### src/rtl/multi_sample_timer_pkg.sv
// Shared types and defaults for the multi-channel sample-trigger generator.
package multi_sample_timer_pkg;

  typedef enum logic {
    ST_IDLE = 1'b0,
    ST_RUN  = 1'b1
  } state_e;

  localparam logic MODE_CONT  = 1'b0;
  localparam logic MODE_BURST = 1'b1;

  localparam int          DEF_CNT_W   = 16;
  localparam int          DEF_NUM_CH  = 4;
  localparam int          DEF_BURST_W = 8;
  localparam logic [15:0] DEF_PERIOD  = 16'd400;

endpackage

### src/rtl/sample_phase_channel.sv
// One trigger channel: strobes one cycle after the frame counter hits its phase.
module sample_phase_channel
  import multi_sample_timer_pkg::*;
#(
  parameter int CNT_W = DEF_CNT_W
) (
  input  logic             clk,
  input  logic             reset_n,
  input  logic             run,
  input  logic [CNT_W-1:0] count,
  input  logic [CNT_W-1:0] phase,
  input  logic [CNT_W-1:0] period_active,
  output logic             trigger
);

  logic trig_q, trig_d;

  // A phase beyond the active period is parked and never fires.
  assign trig_d  = run && (count == phase) && (phase <= period_active);
  assign trigger = trig_q;

  // Register the strobe so every channel output is a clean flop.
  always_ff @(posedge clk or negedge reset_n) begin
    if (!reset_n) trig_q <= 1'b0;
    else          trig_q <= trig_d;
  end

endmodule

### src/rtl/multi_sample_timer.sv
// Programmable multi-channel sample-trigger generator: one shared frame
// counter, per-channel phase offsets, continuous or N-frame burst runs.
module multi_sample_timer
  import multi_sample_timer_pkg::*;
#(
  parameter int               CNT_W          = DEF_CNT_W,
  parameter int               NUM_CH         = DEF_NUM_CH,
  parameter logic [CNT_W-1:0] DEFAULT_PERIOD = DEF_PERIOD,
  parameter int               BURST_W        = DEF_BURST_W
) (
  input  logic                    clk,
  input  logic                    reset_n,
  input  logic                    start,
  input  logic                    stop,
  input  logic                    mode,
  input  logic [BURST_W-1:0]      burst_len,
  input  logic [CNT_W-1:0]        period_in,
  input  logic                    period_load,
  input  logic [NUM_CH*CNT_W-1:0] ch_phase,
  output logic [NUM_CH-1:0]       sample_trigger,
  output logic                    busy,
  output logic                    done,
  output logic [BURST_W-1:0]      frame_count
);

  state_e             state_q, state_d;
  logic [CNT_W-1:0]   count_q, count_d;
  logic [CNT_W-1:0]   act_q, act_d;
  logic [CNT_W-1:0]   pend_q, pend_d;
  logic               pv_q, pv_d;
  logic [BURST_W-1:0] fc_q, fc_d, fc_inc;
  logic [BURST_W-1:0] blen_q, blen_d;
  logic               mode_q, mode_d;
  logic               done_q, done_d;
  logic               wrap, apply, run_ch;

  // >= so a count left above a freshly shortened period wraps at once.
  assign wrap   = (state_q == ST_RUN) && (count_q >= act_q);
  assign fc_inc = fc_q + 1'b1;
  // An aborted cycle must not produce a trigger.
  assign run_ch = (state_q == ST_RUN) && !stop;

  // Next-state: run control, frame counting, pending-period hand-over.
  always_comb begin
    state_d = state_q;
    count_d = count_q;
    fc_d    = fc_q;
    blen_d  = blen_q;
    mode_d  = mode_q;
    done_d  = 1'b0;
    act_d   = act_q;
    pend_d  = pend_q;
    pv_d    = pv_q;
    apply   = 1'b0;
    if (stop) begin
      state_d = ST_IDLE;
      count_d = '0;
    end else if (start) begin
      mode_d  = mode;
      blen_d  = burst_len;
      fc_d    = '0;
      count_d = '0;
      apply   = 1'b1;
      if (mode == MODE_BURST && burst_len == '0) begin
        state_d = ST_IDLE;
        done_d  = 1'b1;
      end else begin
        state_d = ST_RUN;
      end
    end else if (state_q == ST_RUN) begin
      if (wrap) begin
        count_d = '0;
        apply   = 1'b1;
        fc_d    = (fc_q == '1) ? fc_q : fc_inc;
        if (mode_q == MODE_BURST && fc_inc == blen_q) begin
          state_d = ST_IDLE;
          done_d  = 1'b1;
        end
      end else begin
        count_d = count_q + 1'b1;
      end
    end
    if (apply && pv_q) begin
      act_d = pend_q;
      pv_d  = 1'b0;
    end
    // While idle there is no frame to protect, so a load takes effect directly.
    if (period_load) begin
      pend_d = period_in;
      if (state_q == ST_IDLE) begin
        act_d = period_in;
        pv_d  = 1'b0;
      end else begin
        pv_d  = 1'b1;
      end
    end
  end

  // State registers, all cleared asynchronously.
  always_ff @(posedge clk or negedge reset_n) begin
    if (!reset_n) begin
      state_q <= ST_IDLE;
      count_q <= '0;
      act_q   <= DEFAULT_PERIOD;
      pend_q  <= DEFAULT_PERIOD;
      pv_q    <= 1'b0;
      fc_q    <= '0;
      blen_q  <= '0;
      mode_q  <= MODE_CONT;
      done_q  <= 1'b0;
    end else begin
      state_q <= state_d;
      count_q <= count_d;
      act_q   <= act_d;
      pend_q  <= pend_d;
      pv_q    <= pv_d;
      fc_q    <= fc_d;
      blen_q  <= blen_d;
      mode_q  <= mode_d;
      done_q  <= done_d;
    end
  end

  assign busy        = (state_q == ST_RUN);
  assign done        = done_q;
  assign frame_count = fc_q;

  for (genvar i = 0; i < NUM_CH; i++) begin : g_ch
    sample_phase_channel #(.CNT_W(CNT_W)) u_ch (
      .clk          (clk),
      .reset_n      (reset_n),
      .run          (run_ch),
      .count        (count_q),
      .phase        (ch_phase[i*CNT_W +: CNT_W]),
      .period_active(act_q),
      .trigger      (sample_trigger[i])
    );
  end

endmodule
### config.mk
export PLATFORM = sky130hd
export DESIGN_NAME = multi_sample_timer
export DESIGN_NICKNAME = d
export VERILOG_FILES = /design/src/rtl/multi_sample_timer_pkg.sv /design/src/rtl/sample_phase_channel.sv /design/src/rtl/multi_sample_timer.sv
export SDC_FILE = /design/constraint.sdc
export NUM_CORES = 1
export LEC_CHECK = 0
export CAP_MARGIN = 20
export CORE_AREA = 2 2 117 119
export DETAILED_ROUTE_END_ITERATION = 10
export DIE_AREA = 0 0 119 121
export GPL_ROUTABILITY_DRIVEN = 0
export GPL_TIMING_DRIVEN = 0
export HOLD_SLACK_MARGIN = 0.03
export PLACE_DENSITY = 0.87
export SYNTH_ARGS = -nofsm -noshare
export SYNTH_HDL_FRONTEND = slang
export SYNTH_SLANG_ARGS = --single-unit
### constraint.sdc
create_clock -name clk -period 2.7 [get_ports clk]
set_input_delay 0.27 -clock clk [delete_from_list [all_inputs] [get_ports clk]]
set_output_delay 0.27 -clock clk [all_outputs]
set_load 0.1 [all_outputs]
### After elaboration in Yosys (flattened, before gate mapping)

Index checks and enable logic that the tools add are counted.

* flip-flop bits (word level): 72
* bits in latches: 0
* memory bits (writable): 0
* memory bits (read-only): 0
* input port bits: 94
* output and inout port bits: 14
* word-level logic and storage cells: 79
* memories: 0

* $add $sub $neg: 2
* multipliers: 0
* divide/modulo/power cells: 0
* magnitude comparators: 5
* eq/ne operators: 7
* shift-type cells: 0
* muxes and demuxes: 30
* bitwise operators: 1
* reduce and logical (&&, ||, !) cells: 21

Operators by type and width (number)
* $mux W16: 7
* $eq A16 B16 Y1: 4
* $le A16 B16 Y1: 4
* $mux W8: 4
* $mux W1: 19
* $add A16 B1 Y16 const B: 1
* $ge A16 B16 Y1: 1
* $logic_and A1 B1 Y1: 13
* $add A8 B1 Y8 const B: 1
* $eq A8 B8 Y1: 1
* $eq A8 B8 Y1 const B: 1
* $logic_not A8 Y1: 1
* $reduce_bool A2 Y1: 3
* $reduce_and A4 Y1: 1
* $reduce_bool A3 Y1: 1
* $ne A2 B2 Y1 const B: 1
* $reduce_and A2 Y1: 1
* $logic_not A1 Y1: 1
* $not A1 Y1: 1

### Longest topological paths before layout

Gate-level depths: netlist of the first run.

* depth in word-level cells: 10
* gate-level depth with buffers: 11
* depth with buffers taken out: 8

### By module

Synthesis of the first run repeated with hierarchy kept, for this count alone.

* cell total of the unflattened synthesis: 688
* area, all modules: 6180.9 um^2

By module, submodules not included
* multi_sample_timer: instances 1, cells an instance 380, area an instance 3798.6 um^2, sequential area each 1709.1 um^2
* sample_phase_channel: instances 4, cells an instance 77, area an instance 595.6 um^2, sequential area each 25.0 um^2

### Worst setup path before layout of the first run

No wires, ideal clock.

* kind: register to register
* start point: register count_q[0]
* end point: register act_q[10]
* library setup time: 0.137 ns
* arrival time: 2.591 ns
* required time: 2.563 ns
* setup slack: -0.028 ns
* stages on the path, launching flop included: 12
* path buffers: 3
* clock period less this slack: 2.728 ns
* cell sequence: dfrtp_1 clkbuf_1 inv_1 ha_1 nand2b_4 a2111oi_4 nor4bb_1 buf_6 o311ai_4 buf_8 mux2i_1 a21oi_1

* longest elaborated chain between the ends: 10

Ends and longest elaborated chain
* start: declaration: RTL line multi_sample_timer.sv:27 `logic [CNT_W-1:0] count_q, count_d;`
* start signal: assignment: RTL line multi_sample_timer.sv:113 `count_q <= count_d;`
* $ge A16 B16 Y1 *: RTL line multi_sample_timer.sv:38 `assign wrap = (state_q == ST_RUN) && (count_q >= act_q);`
* $logic_and A1 B1 Y1 *: RTL line multi_sample_timer.sv:38
* $mux W1 *: RTL line multi_sample_timer.sv:71 `if (wrap) begin`
* $mux W1 *: RTL line multi_sample_timer.sv:70 `end else if (state_q == ST_RUN) begin`
* $mux W1 *: RTL line multi_sample_timer.sv:58 `end else if (start) begin`
* $mux W1 *: RTL line multi_sample_timer.sv:55 `if (stop) begin`
* $logic_and A1 B1 Y1 *: RTL line multi_sample_timer.sv:83 `if (apply && pv_q) begin`
* $mux W16 *: RTL line multi_sample_timer.sv:83
* $mux W16: RTL line multi_sample_timer.sv:90 `if (state_q == ST_IDLE) begin`
* $mux W16 *: RTL line multi_sample_timer.sv:88 `if (period_load) begin`
* named net act_d[10]: RTL line multi_sample_timer.sv:28 `logic [CNT_W-1:0] act_q, act_d;`
* end signal: assignment: RTL line multi_sample_timer.sv:114 `act_q <= act_d;`
* end: declaration: RTL line multi_sample_timer.sv:28

The timed path passes the listed nets; every way through them passes the cells marked *.
A chain may end at the register's enable or synchronous reset.

### Worst setup path after layout of the first run

* start point: register act_q[8]
* end point: register count_q[12]

* longest elaborated chain between the ends: 6

Ends and longest elaborated chain (RTL line)
* $ge A16 B16 Y1: multi_sample_timer.sv:38
* $logic_and A1 B1 Y1: multi_sample_timer.sv:38
* $mux W16: multi_sample_timer.sv:71
* $mux W16: multi_sample_timer.sv:70
* $mux W16: multi_sample_timer.sv:58
* $mux W16: multi_sample_timer.sv:55

Every way passes these cells. The select of a mux whose other input is x is not followed.

==> impl_summary.md, run 1 <==
Global route
The largest net degree at the start of global routing is 70. The number of antenna violations at the first check in global routing is 0. The via count of the first global-routing pass is 5,950. Summed over all layers, the global routing overflow is 0.

The first global-routing pass estimated roughly 30,000 µm of wire. The all-layer global routing usage is between 20% and 30%.

Worst setup path
The critical path goes through clkinvlp_4 > ha_4 > and4_1 > nor4bb_4 > buf_6 > buf_4 > nor4_1 > o311ai_1 > o41ai_2. The worst setup path is launched from a flop. Counting both buffers and inverters, the worst setup path holds a total of 3. The setup check on the worst reg-to-reg path leaves a slack of around 0.016 ns. The dominant delay contributor by cell family on the critical path is simple AND/OR/NAND/NOR gates.

The startpoint of the lowest-slack register-to-register path is act_q[8]$_DFF_PN1_. For the worst flop-to-flop path, the logic depth is 9. The biggest cell delay along the critical path is around 0.55 ns. The endpoint required time on the critical path is roughly 2.9 ns.

The endpoint arrival time on the critical path is approximately 2.9 ns. The peak fanout along the critical path is 5. The endpoint identified for the worst register-to-register timing path is count_q[12]$_DFFE_PN0P_. The worst setup path is captured at a flop.

The classification of the worst setup path is reg2reg. The slowest stage of the critical path is the sky130_fd_sc_hd__dfstp_2 cell.

Power and ir drop
The switching power share of the total is a little under a third. The power per standard cell area is roughly 430 mW/mm². The share of power burned in the clock network is 34.1%.

Internal power comes to ~2400 µW. The peak supply drop is between 0.0002 and 0.00025 V. The total power of the final layout is about 3500 µW.

The switching power of the nets is 1110 µW. Per report_power, the combinational group accounts for 30.7% of the total. The part of the total power dissipated in sequential elements is 35.2%. Summed over all cells, the static leakage comes to 0.00380 µW.

Outcome
The flow ran to the end, and the final reports show no timing, DRC or antenna violations.

Floorplan
The I/O pin count is ~110. For this configuration, the core starts out at a cell density of about 48%. The core region is roughly 0.013 mm². From left edge to right edge, the die measures around 120 µm.

The number of rows in the core area is 42. The floorplan die area is around 0.014 mm². The die is around 120 µm tall.

Clocking
Clock tree synthesis found a total of just over 70 sinks. In this run the deepest clock path goes through 2 buffers. The number of buffers inserted during clock tree synthesis is 9. The deepest level of the CTS H-tree is 3. TritonCTS built the clock tree.

After clock tree synthesis, the clock-pin slew on the worst setup and hold paths is about 0.06 ns. The insertion delay to the later sink of the worst-skew pair is between 0.3 and 0.4 ns. The tree is rooted in a sky130_fd_sc_hd__clkbuf_16.

Yosys
The number of warnings issued by yosys is 0. Synthesis produced a netlist with a net count of 848. The synthesized instance count is about 670. In this run, synthesis inferred 0 flip-flops with an integrated enable. The post-synthesis sequential element count is 72.

The top flip-flop cell by instance count after synthesis is sky130_fd_sc_hd__dfrtp_1. The mux cell area share after synthesis is under 10%. After Yosys synthesis, and, or, nand and nor cells account for between 15 and 20% of the synthesized area. The synthesized netlist devotes between 10% and 20% of its cell area to adder and majority cells. After synthesis, the share of flip-flops with an asynchronous set or reset is 100%. The synthesized netlist devotes between 10 and 15% of its cell area to XOR and XNOR gates. The combinational family with the most area after synthesis is compound AO/OA/AOI/OAI gates. For this run, the register share of the synthesized area comes to just under 30%. The mean instance size in the synthesized netlist is slightly above 9 µm². The distinct cell type count after synthesis is 69. The share of the synthesized area in compound gates (AO/OA/AOI/OAI) is ~17%.

In this run the cell area of the synthesized design comes to 0.00627 mm².

Finish
The final design utilization is roughly three fifths. The final antenna diode count is 0. After the last flow step, the layout net total stands at 978.

In the final layout, the share of cells above drive strength 1 is a little over an eighth. The finished layout holds between 900 and 1k standard cells, fillers aside. Relative to the synthesized area, the layout overhead comes to 29.3%.

The finished cells cover 0.00811 mm².

Timing
The setup clock skew after layout is 0.0128 ns. The slew at the pin closest to its max-slew limit is about 0.97 ns. Based on the critical path, the design can be clocked at up to approximately 0.37 GHz. Setup violations remaining at the end of the flow were counted as 0. The final critical-path required period is 2.68 ns. The worst max-slew margin expressed relative to the limit is between 30% and 40%.

Final hold analysis gives a worst-case slack of a little under 0.3 ns. Dividing the final minimum period by the clock period gives 99.4%. The number of max-slew violations in the final report is 0. Setup repair after global routing could not meet its margin everywhere. The final number of hold-violating endpoints is 0.

Route
The average via count per standard cell is 6.14. The final layout contains routed wiring with a total length of between 15,000 and 20,000 µm. The number of iterations in the first detailed-routing pass is 6. For this run, design rule violations remaining after detail routing come to 0. The wire length per cell after detailed routing is 19.5 µm. The detailed router placed around 6.0k vias in this run. The remaining antenna violation count after routing is 0. The detailed router finished its first iteration with between 700 and 800 violations.

Worst hold path
The path class of the tightest hold or removal check is in2async.

Placement
Including well taps, the total number of placed cells is about 950. The number of buffers added on ports is approximately 110. Once placement finished, the instance area stood at 0.00757 mm². The HPWL after detailed placement is 13,600 µm.

Flow run
The max-capacitance violation count is 0.
## synth_stat cells (all sizes together), types with 8 or more instances
| master | number | share of area (%) |
|---|---|---|
| o31ai | 9 | 1.4 |
| nor3 | 10 | 0.80 |
| nor2 | 42 | 2.5 |
| clkbuf | 28 | 1.7 |
| dfrtp | 66 | 26 |
| mux2i | 17 | 2.7 |
| nand3 | 25 | 2.2 |
| nand2 | 26 | 1.6 |
| o21ai | 31 | 2.5 |
| nor2b | 8 | 0.80 |
| mux2 | 25 | 4.5 |
| a21o | 19 | 2.3 |
| xnor2 | 12 | 1.7 |
| a21oi | 39 | 3.1 |
| nand4 | 22 | 2.2 |
| buf | 8 | 1.1 |
| ha | 82 | 16 |
| nand2b | 8 | 0.92 |
| xor2 | 60 | 8.4 |
| inv | 30 | 1.8 |
| nor4 | 22 | 2.2 |
## power groups by stage
stage / registers (µW) / logic [µW] / clock network [µW]
floorplan: 1240 / 610 / 0
global placement: 1240 / 960 / 0
detailed placement: 1250 / 1010 / 0
CTS: 1230 / 1030 / 1210
global route: 1250 / 1180 / 1250
finish: 1240 / 1080 / 1200
## layout by cell type (no fill, tap or decap), drive strengths merged, types with 26 or more instances in the layout
| master | count |
|---|---|
| a21oi | 39 |
| xor2 | 60 |
| nor2 | 42 |
| clkdlybuf4s50 | 104 |
| inv | 29 |
| dfrtp | 66 |
| nand2 | 26 |
| clkbuf | 37 |
| o21ai | 31 |
| ha | 82 |
## flip-flops by register name, summed over array words and instances, names as in the netlist
name and flops:
act_q 16, blen_q 8, busy 1, count_q 16
done 1, frame_count 8, g_ch.u_ch.trigger 4, mode_q 1
pend_q 16, pv_q 1
## worst max path at each step
| stage | startpoint | end | slack [ns] | depth (start not counted) |
|---|---|---|---|---|
| global route | act_q[7]$_DFF_PN1_ | count_q[12]$_DFFE_PN0P_ | -0.08 | 9 |
| detailed placement | count_q[0]$_DFFE_PN0P_ | act_q[12]$_DFF_PN0_ | -0.47 | 11 |
| finish | act_q[8]$_DFF_PN1_ | count_q[12]$_DFFE_PN0P_ | 0.02 | 9 |
| CTS | act_q[8]$_DFF_PN1_ | g_ch[3].u_ch.trigger$_DFF_PN0_ | 0.01 | 8 |
| global placement | reset_n | pend_q[9]$_DFFE_PN0P_ | -1.24 | 1 |
| floorplan | count_q[0]$_DFFE_PN0P_ | act_q[10]$_DFF_PN0_ | 0.01 | 11 |
## worst register-to-register path: cells and delay by family (launching register included)
kind                       cells  cell delay (ns)
AOI/OAI and AO/OA              2             0.53
adders and majority gates      1             0.32
buffers and inverters          3             0.51
DFF                            1             0.55
and+or+nand+nor                3             0.62
## cells by family after synthesis
group                    Yosys count
AND/OR/NAND/NOR                  188
AO/OA/AOI/OAI                    150
adder cells (fa/ha/maj)           82
XOR/XNOR                          72
flip-flops                        72
buffers and inverters             66
multiplexers                      42
## layout make-up
type                       instances  area, µm²
inverter                          30        116
tap                              176        220
clock inverter                     5       57.6
sequential                        72       1810
timing repair buffer             121       1210
multi-input combinational        534       4290
fill                            1006       4970
clock buffer                      10        239
buffer                            34        163
## layer usage
layer	vias up	share of wire, %	GRT usage, %
met1	2850	40	32.2
li1	2732	-	-
met3	90	8.8	5.36
met2	356	46	43.1
met5	-	0	0
met4	0	5.2	13.9
## timing repair
| action | in CTS | in global routing |
|---|---|---|
| hold buffers | 1 | 0 |
| endpoints found under the hold margin | 3 | 0 |
| setup buffers | 7 | 5 |
| cloned | 1 | 1 |
| resized for setup | 8 | 27 |
| pin swaps | 3 | 7 |
| setup endpoints to repair | 41 | 31 |
## per-stage QoR
step	setup TNS (ns)	setup WS [ns]
2_1_floorplan	0	0.0137
5_1_grt	-0.380	-0.0792
6_report	0	0.0157
4_1_cts	0	0.0138
3_3_place_gp	-93.60	-1.24
3_5_place_dp	-12.01	-0.467
Note: power is estimated with default switching activity, not from simulation.
==> run 2, diff against run 1 <==
Settings changed: REMOVE_ABC_BUFFERS set to 1.
==> run 2 against run 1 <==
Power fell by 2.7%. Critical path type unchanged. Hold slack improved by 0.13 ns. Combinational power barely moved. Register-to-register slack improved by 0.02 ns. Clock skew fell by 0.00075 ns. Maximum frequency rose by 0.90%. Non-clock buffer count fell by 29. Sequential power barely moved. Sequential share of layout area rose by 0.63 points. Die area did not move. Global-route usage fell by 1.1 points. Sequential cell count did not move. Highest routed layer unchanged.
==> impl_summary.md, run 2 (synthesized netlist as in run 1, its figures left out) <==
Floorplan
Once the floorplan was initialized, standard cells occupied around 48% of the core. The I/O pin count is 108. The floorplan die area is around 0.014 mm². The number of rows in the core area is 42.

The die is roughly 120 µm wide. The total core area is roughly 0.013 mm². The height of the die is approximately 120 µm.

Timing
The final critical-path required period is 2.66 ns. The maximum achievable frequency is 0.376 GHz. After routing, the total negative slack on setup checks comes to 0 ns. The number of max-slew violations in the final report was 0. The slew at the pin closest to its max-slew limit is just under 1 ns. The worst path uses 98.5% of the clock period. Setup violations remaining at the end of the flow were counted as 0. The final number of hold-violating endpoints is 0. The worst max-slew margin expressed relative to the limit is 34.4%. On the final layout, the worst clock skew is 0.0120 ns.

Power and ir drop
The leakage component of the power is 0.00370 µW. Overall power consumption after layout is estimated at between 3000 and 4000 µW. VDD sags by at most approximately 0.00027 V. The power per standard cell area is around 430 mW/mm².

Placement
The HPWL reported at the end of detailed placement is ~13,000 µm. The number of placed instances with taps included is 921. The number of buffers added on ports is roughly 110.

Worst setup path
The endpoint required time on the critical path is between 2 and 3 ns. The peak fanout along the critical path is 16. The critical path goes through ha_1 > o2111ai_1 > a31oi_4 > o21ba_2 > o311ai_4 > buf_12 > mux2i_1 > a21oi_1. Data on the critical path arrives at its endpoint at 2.84 ns. The biggest cell delay along the critical path is 0.71 ns. The critical-path cell with the highest stage delay is sky130_fd_sc_hd__dfrtp_1. The classification of the worst setup path is reg2reg. The kind of launch point of the worst setup path is a flop. The type of destination of the critical path is a flop.

Finish
The final cell count without fillers is 954. The library cell used most frequently in the layout, excluding fill and tap cells, is sky130_fd_sc_hd__clkdlybuf4s50_1. Summing all multi-input logic gate instances after layout gives roughly 0.0043 mm². After filler insertion, the fill cell instance count of the layout stands at between 1k and 1.5k. The final antenna diode count is 0.

The post-route netlist has about an eighth of its cells at a drive strength greater than 1. The total number of nets in the final design is roughly 950. The largest registers in the layout are act_q x16, count_q x16, pend_q x16. The flip-flop and latch area is 0.00182 mm². From synthesis to final layout, the design area changed by 26.5%. In the layout the commonest cells are sky130_fd_sc_hd__clkdlybuf4s50_1 (106), sky130_fd_sc_hd__ha_1 (81), sky130_fd_sc_hd__xor2_1 (60), sky130_fd_sc_hd__dfrtp_1 (56), sky130_fd_sc_hd__nor2_1 (42).

Clocking
At the later pin of the worst-skew pair, clock insertion delay measures 0.34 ns. The TritonCTS clock tree is built. In this run the number of H-tree levels came out at 3. The maximum buffer depth of the clock tree is 2. Counting the buffers created by CTS gives 9. After clock tree synthesis, the clock-pin slew on the worst setup and hold paths is roughly 0.060 ns.

The cell at the root of the clock tree is sky130_fd_sc_hd__clkbuf_16. For this design, the sink count on the clock tree is 72.

Route
The vias after detailed routing is just under 6k. After detailed routing, the average wire length per cell comes to roughly 19 µm. After the first detailed-routing iteration, the DRC count stood at around 610. The number of iterations in the first detailed-routing pass is 6. The detail route stage leaves a number of antenna-violating nets equal to 0. The final wirelength is 18,600 µm.

The average via count per standard cell is approximately 6.2. The count of unresolved DRC violations after routing is 0.

Flow run
The tool flagged a number of max-cap violations equal to 0.

Global route
The via count of the first global-routing pass is 5,655. The first-pass GRT wire length is ~28,000 µm. Global routing used approximately 25% of the available tracks across all layers. The final global-route overflow total is 0. Entering global routing, the biggest net connects 47 pins. The number of antenna violations at the first check in global routing is 0.

Worst hold path
The worst hold-check path type is in2async.

Outcome
The flow ran to the end, and the final reports show no timing, DRC or antenna violations.
-- run 2: stage by stage --
step	instance area [µm²]	utilization [%]	hold slack, ns	worst slack [ns]
global placement	7390	56.5	0.490	-1.35
floorplan	6100	-	-0.0256	-0.532
global route	7940	60.6	0.446	-0.0392
finish	7940	60.6	0.422	0.0396
detailed placement	7430	56.8	0.233	-0.665
CTS	7790	59.5	0.417	0.00454
-- run 2: worst max-delay path: cells and delay by family (launching register included) --
family,cells,cell delay [ns]
fa+ha+maj,1,0.34
mux,1,0.24
compound gates,5,0.97
buf+inv,1,0.21
flops,1,0.71
-- run 2: final timing paths --
path / from / endpoint / slack (ns) / cells after the start
setup reg to reg: count_q[12]$_DFFE_PN0P_ / act_q[11]$_DFF_PN0_ / 0.04 / 8
setup / recovery: count_q[12]$_DFFE_PN0P_ / act_q[11]$_DFF_PN0_ / 0.04 / 8
max in group asynchronous: reset_n / pend_q[8]$_DFFE_PN1P_ / 1.64 / 3
min in group clk: pend_q[1]$_DFFE_PN0P_ / pend_q[1]$_DFFE_PN0P_ / 0.51 / 1
hold reg to reg: pend_q[1]$_DFFE_PN0P_ / pend_q[1]$_DFFE_PN0P_ / 0.51 / 1
hold / removal: reset_n / frame_count[3]$_DFFE_PN0P_ / 0.42 / 2
-- run 2: where the power goes --
group / switching (µW) / internal, µW
clock network: 479 / 646
logic: 554 / 504
registers: 69.3 / 1170
total: 1100 / 2320
-- run 2: final cells by class --
class,count,area share (%)
well taps,176,2.78
clock inverters,5,0.426
inverters,30,1.47
repair buffers,126,15.8
clock buffers,11,3.06
multi-input cells,534,53.6
flip-flops and latches,72,23.0
-- run 2: timing repair --
action / CTS / global route
setup buffers: 4 / 11
pin swaps: 3 / 3
setup endpoints to repair: 42 / 29
endpoints found under the hold margin: 26 / 0
resized for setup: 13 / 19
hold buffers: 1 / 0
-- run 2: layer usage --
metal  routed length [µm]  part of all wire (%)  track usage [%]
met2                 8620                    46             41.5
met4                  639                   3.4             11.2
met1                 7670                    41             31.7
met3                 1640                   8.8             4.70
met5                    0                     0                0
==> run 3, diff against run 2 <==
--- a/config.mk
+++ b/config.mk
@@ -11,5 +11,4 @@
 export DIE_AREA = 0 0 119 121
 export GPL_ROUTABILITY_DRIVEN = 0
-export GPL_TIMING_DRIVEN = 0
 export HOLD_SLACK_MARGIN = 0.03
 export PLACE_DENSITY = 0.87
==> constraint.sdc (replaced) <==
create_clock -name clk -period 2.7 [get_ports clk]
set_input_delay 0.27 -clock clk [delete_from_list [all_inputs] [get_ports clk]]
set_output_delay 0.27 -clock clk [all_outputs]
set_load 0.05 [all_outputs]
==> run 3 against run 2 <==
Clock power up 15%. Sequential power about the same. Via count is 1.1% higher. Routed wire length rose by 1.6%. Non-clock buffer count grew 23. Final area is 1.5% higher. Highest routed layer unchanged.
==> impl_summary.md, run 3 (synthesized netlist as in run 1, its figures left out) <==
Floorplan
The floorplan step set the die height to between 100 and 150 µm. The floorplan die area is roughly 0.014 mm². For this configuration, the core starts out at a cell density of a little under half. The region available for standard cell placement spans ~0.013 mm². The initialized floorplan defines 42 standard-cell rows. The I/O pin count is 108. The die outline width is roughly 120 µm.

Global route
The first-pass GRT wire length is between 20,000 and 30,000 µm. The via count of the first global-routing pass is between 5k and 6k. The largest net degree at the start of global routing is 73. The number of antenna violations at the first check in global routing was 0. Global routing used between 20% and 30% of the available tracks across all layers. Global routing finished with a remaining overflow of 0.

Timing
For the pin with the worst max-slew slack, the measured transition is between 0.9 and 1 ns. The worst path meets setup with approximately 0.091 ns of slack. Setup violations remaining at the end of the flow were counted as 0. The worst path uses 96.6% of the clock period.

The final number of hold-violating endpoints is 0. Setup repair after global routing left no endpoint under its margin. Across the routed clock network, the largest skew measured is 0.0110 ns. The number of max-slew violations in the final report is 0. The worst max-slew margin expressed relative to the limit is about 35%. The worst hold slack is ~0.073 ns. Based on the critical path, the design can be clocked at up to about 0.38 GHz. The routed design could run at a clock period as short as 2.61 ns.

Finish
The final design utilization is between 60% and 70%. Across the whole layout, storage elements account for about 0.0018 mm². Compared with the post-synthesis result, the final layout area differs by 28.4%. The net count of the finished layout is 972.

Cells with a size suffix above 1 make up around 13% of the layout. Leaving out fill and tap cells, the most frequent cell in the layout is sky130_fd_sc_hd__clkdlybuf4s50_1. The largest registers in the layout are act_q x16, count_q x16, pend_q x16. 0 antenna diodes ended up in the layout. The count of fill cells added during filler insertion is approximately 1.0k. Leaving out fill and tap cells, the most frequent cells in the layout are sky130_fd_sc_hd__clkdlybuf4s50_1 (106), sky130_fd_sc_hd__ha_1 (82), sky130_fd_sc_hd__dfrtp_1 (66), sky130_fd_sc_hd__xor2_1 (60). In the final layout, the multi-input gates occupy between 0.004 and 0.005 mm². The finished cells cover just over 0.008 mm².

Placement
The HPWL reported at the end of detailed placement is roughly 14,000 µm. Port buffering added approximately 110 buffers. The worst slack at placement is around 0.05 ns.

The post-place instance area is 0.00772 mm².

Worst setup path
The worst setup path is launched from a flop. The slack of the worst reg-to-reg path is between 0.09 and 0.1 ns. The dominant delay contributor by cell family on the critical path is simple AND/OR/NAND/NOR gates. The startpoint identified for the worst register-to-register timing path is act_q[9]$_DFF_PN0_.

The endpoint of the worst setup timing path is count_q[4]$_DFFE_PN0P_. The signal on the critical path passes through inv_1 > ha_1 > and3_1 > o21ai_0 > nand2_1 > o31a_1 > or4_1 > a21oi_1. In this design, the stage delay of the slowest critical-path cell is 0.47 ns.

Along the worst path, the maximum fanout reaches 4. The critical-path cell with the highest stage delay is sky130_fd_sc_hd__or4_1. For the worst flop-to-flop path, the logic depth is 8. The critical path starts at act_q[9]$_DFF_PN0_. At the worst endpoint, the arrival time is ~2.9 ns. Counting buffers and inverters, the worst setup path is 8 cells deep. STA classifies the critical path endpoint as a flop. The endpoint identified for the worst register-to-register timing path is count_q[4]$_DFFE_PN0P_. The endpoint required time on the critical path is approximately 3 ns.

The classification of the worst setup path is reg2reg. The combined buffer and inverter count along the critical path is 1.

Power and ir drop
The power per standard cell area is roughly 450 mW/mm². The leakage component of the power is between 0.003 and 0.004 µW. IR analysis of the VDD net gives a maximum drop of roughly 0.00026 V.

Clocking
The count of hold buffers inserted by post-cts repair is 0. For the worst-skew pair, the clock arrives at the later sink with an insertion delay of 0.34 ns. The number of setup buffers added after CTS is 0. The tree is rooted in a sky130_fd_sc_hd__clkbuf_16. The clock passes through at most 2 buffers. The deepest level of the CTS H-tree is 3. For this design, the sink count on the clock tree is between 70 and 80.

The TritonCTS clock tree is built. In this run, CTS created clock tree buffers numbering 9. After clock tree synthesis, the clock-pin slew on the worst setup and hold paths is around 0.06 ns. The post-CTS resize count is 0.

Flow run
The max-capacitance violation count is 0.

Route
The number of iterations in the first detailed-routing pass is 5. The detail route stage leaves a number of antenna-violating nets equal to 0. After detailed routing, the number of vias per cell comes to around 6.1.

The wire length per cell after detailed routing is ~19 µm. The vias after detailed routing is between 5k and 6k. For this block, the initial DRC count from the detailed router was around 600. After detailed routing, the number of remaining DRC violations is 0.

The final wirelength is ~19,000 µm.

Outcome
The run finished with clean final reports.

Worst hold path
The worst hold-check path type is in2async.
run 3: worst reg2reg max path: stages (launching register included):
cell and delay [ns]:
sky130_fd_sc_hd__dfrtp_1 0.38, sky130_fd_sc_hd__inv_1 0.22, sky130_fd_sc_hd__ha_1 0.29, sky130_fd_sc_hd__and3_1 0.17, sky130_fd_sc_hd__o21ai_0 0.28, sky130_fd_sc_hd__nand2_1 0.20
sky130_fd_sc_hd__o31a_1 0.33, sky130_fd_sc_hd__or4_1 0.47, sky130_fd_sc_hd__a21oi_1 0.17
run 3: layout make-up:
| cell class | instances | share of cell area, % |
|---|---|---|
| timing repair buffer | 149 | 17.3 |
| multi-input combinational | 534 | 52.2 |
| clock buffer | 11 | 2.89 |
| tap | 176 | 2.73 |
| sequential | 72 | 22.5 |
| clock inverter | 5 | 1.01 |
| inverter | 30 | 1.40 |
run 3: worst min path at each step:
stage                                     end  slack (ns)  cells past startpoint
5_1_grt        g_ch[0].u_ch.trigger$_DFF_PN0_        0.17                      1
4_1_cts        g_ch[1].u_ch.trigger$_DFF_PN0_        0.12                      1
3_3_place_gp   g_ch[2].u_ch.trigger$_DFF_PN0_        0.48                      1
2_1_floorplan              act_q[0]$_DFF_PN0_       -0.03                      0
3_5_place_dp   g_ch[2].u_ch.trigger$_DFF_PN0_        0.48                      1
6_report                       done$_DFF_PN0_        0.07                      1
run 3: metrics by stage:
stage	power (µW)	setup TNS, ns	cells
finish	3600	0	977
detailed placement	2290	0	961
global route	3770	0	977
CTS	3590	0	977
global placement	2250	0	961
floorplan	1830	-16.06	636
run 3: metal layers:
layer	share of wire [%]	routed length, µm	vias up	GRT usage (%)
met2	45	8570	318	42.4
met1	41	7720	2804	33.6
met5	0	0	-	0
met3	9.1	1720	79	5.50
met4	4.6	867	0	11.7
li1	-	-	2735	-
run 3: power by group:
group | total [µW] | internal [µW] | switching [µW]
Clock | 1290 | 810 | 476
Sequential | 1230 | 1170 | 56.0
Combinational | 1090 | 524 | 566
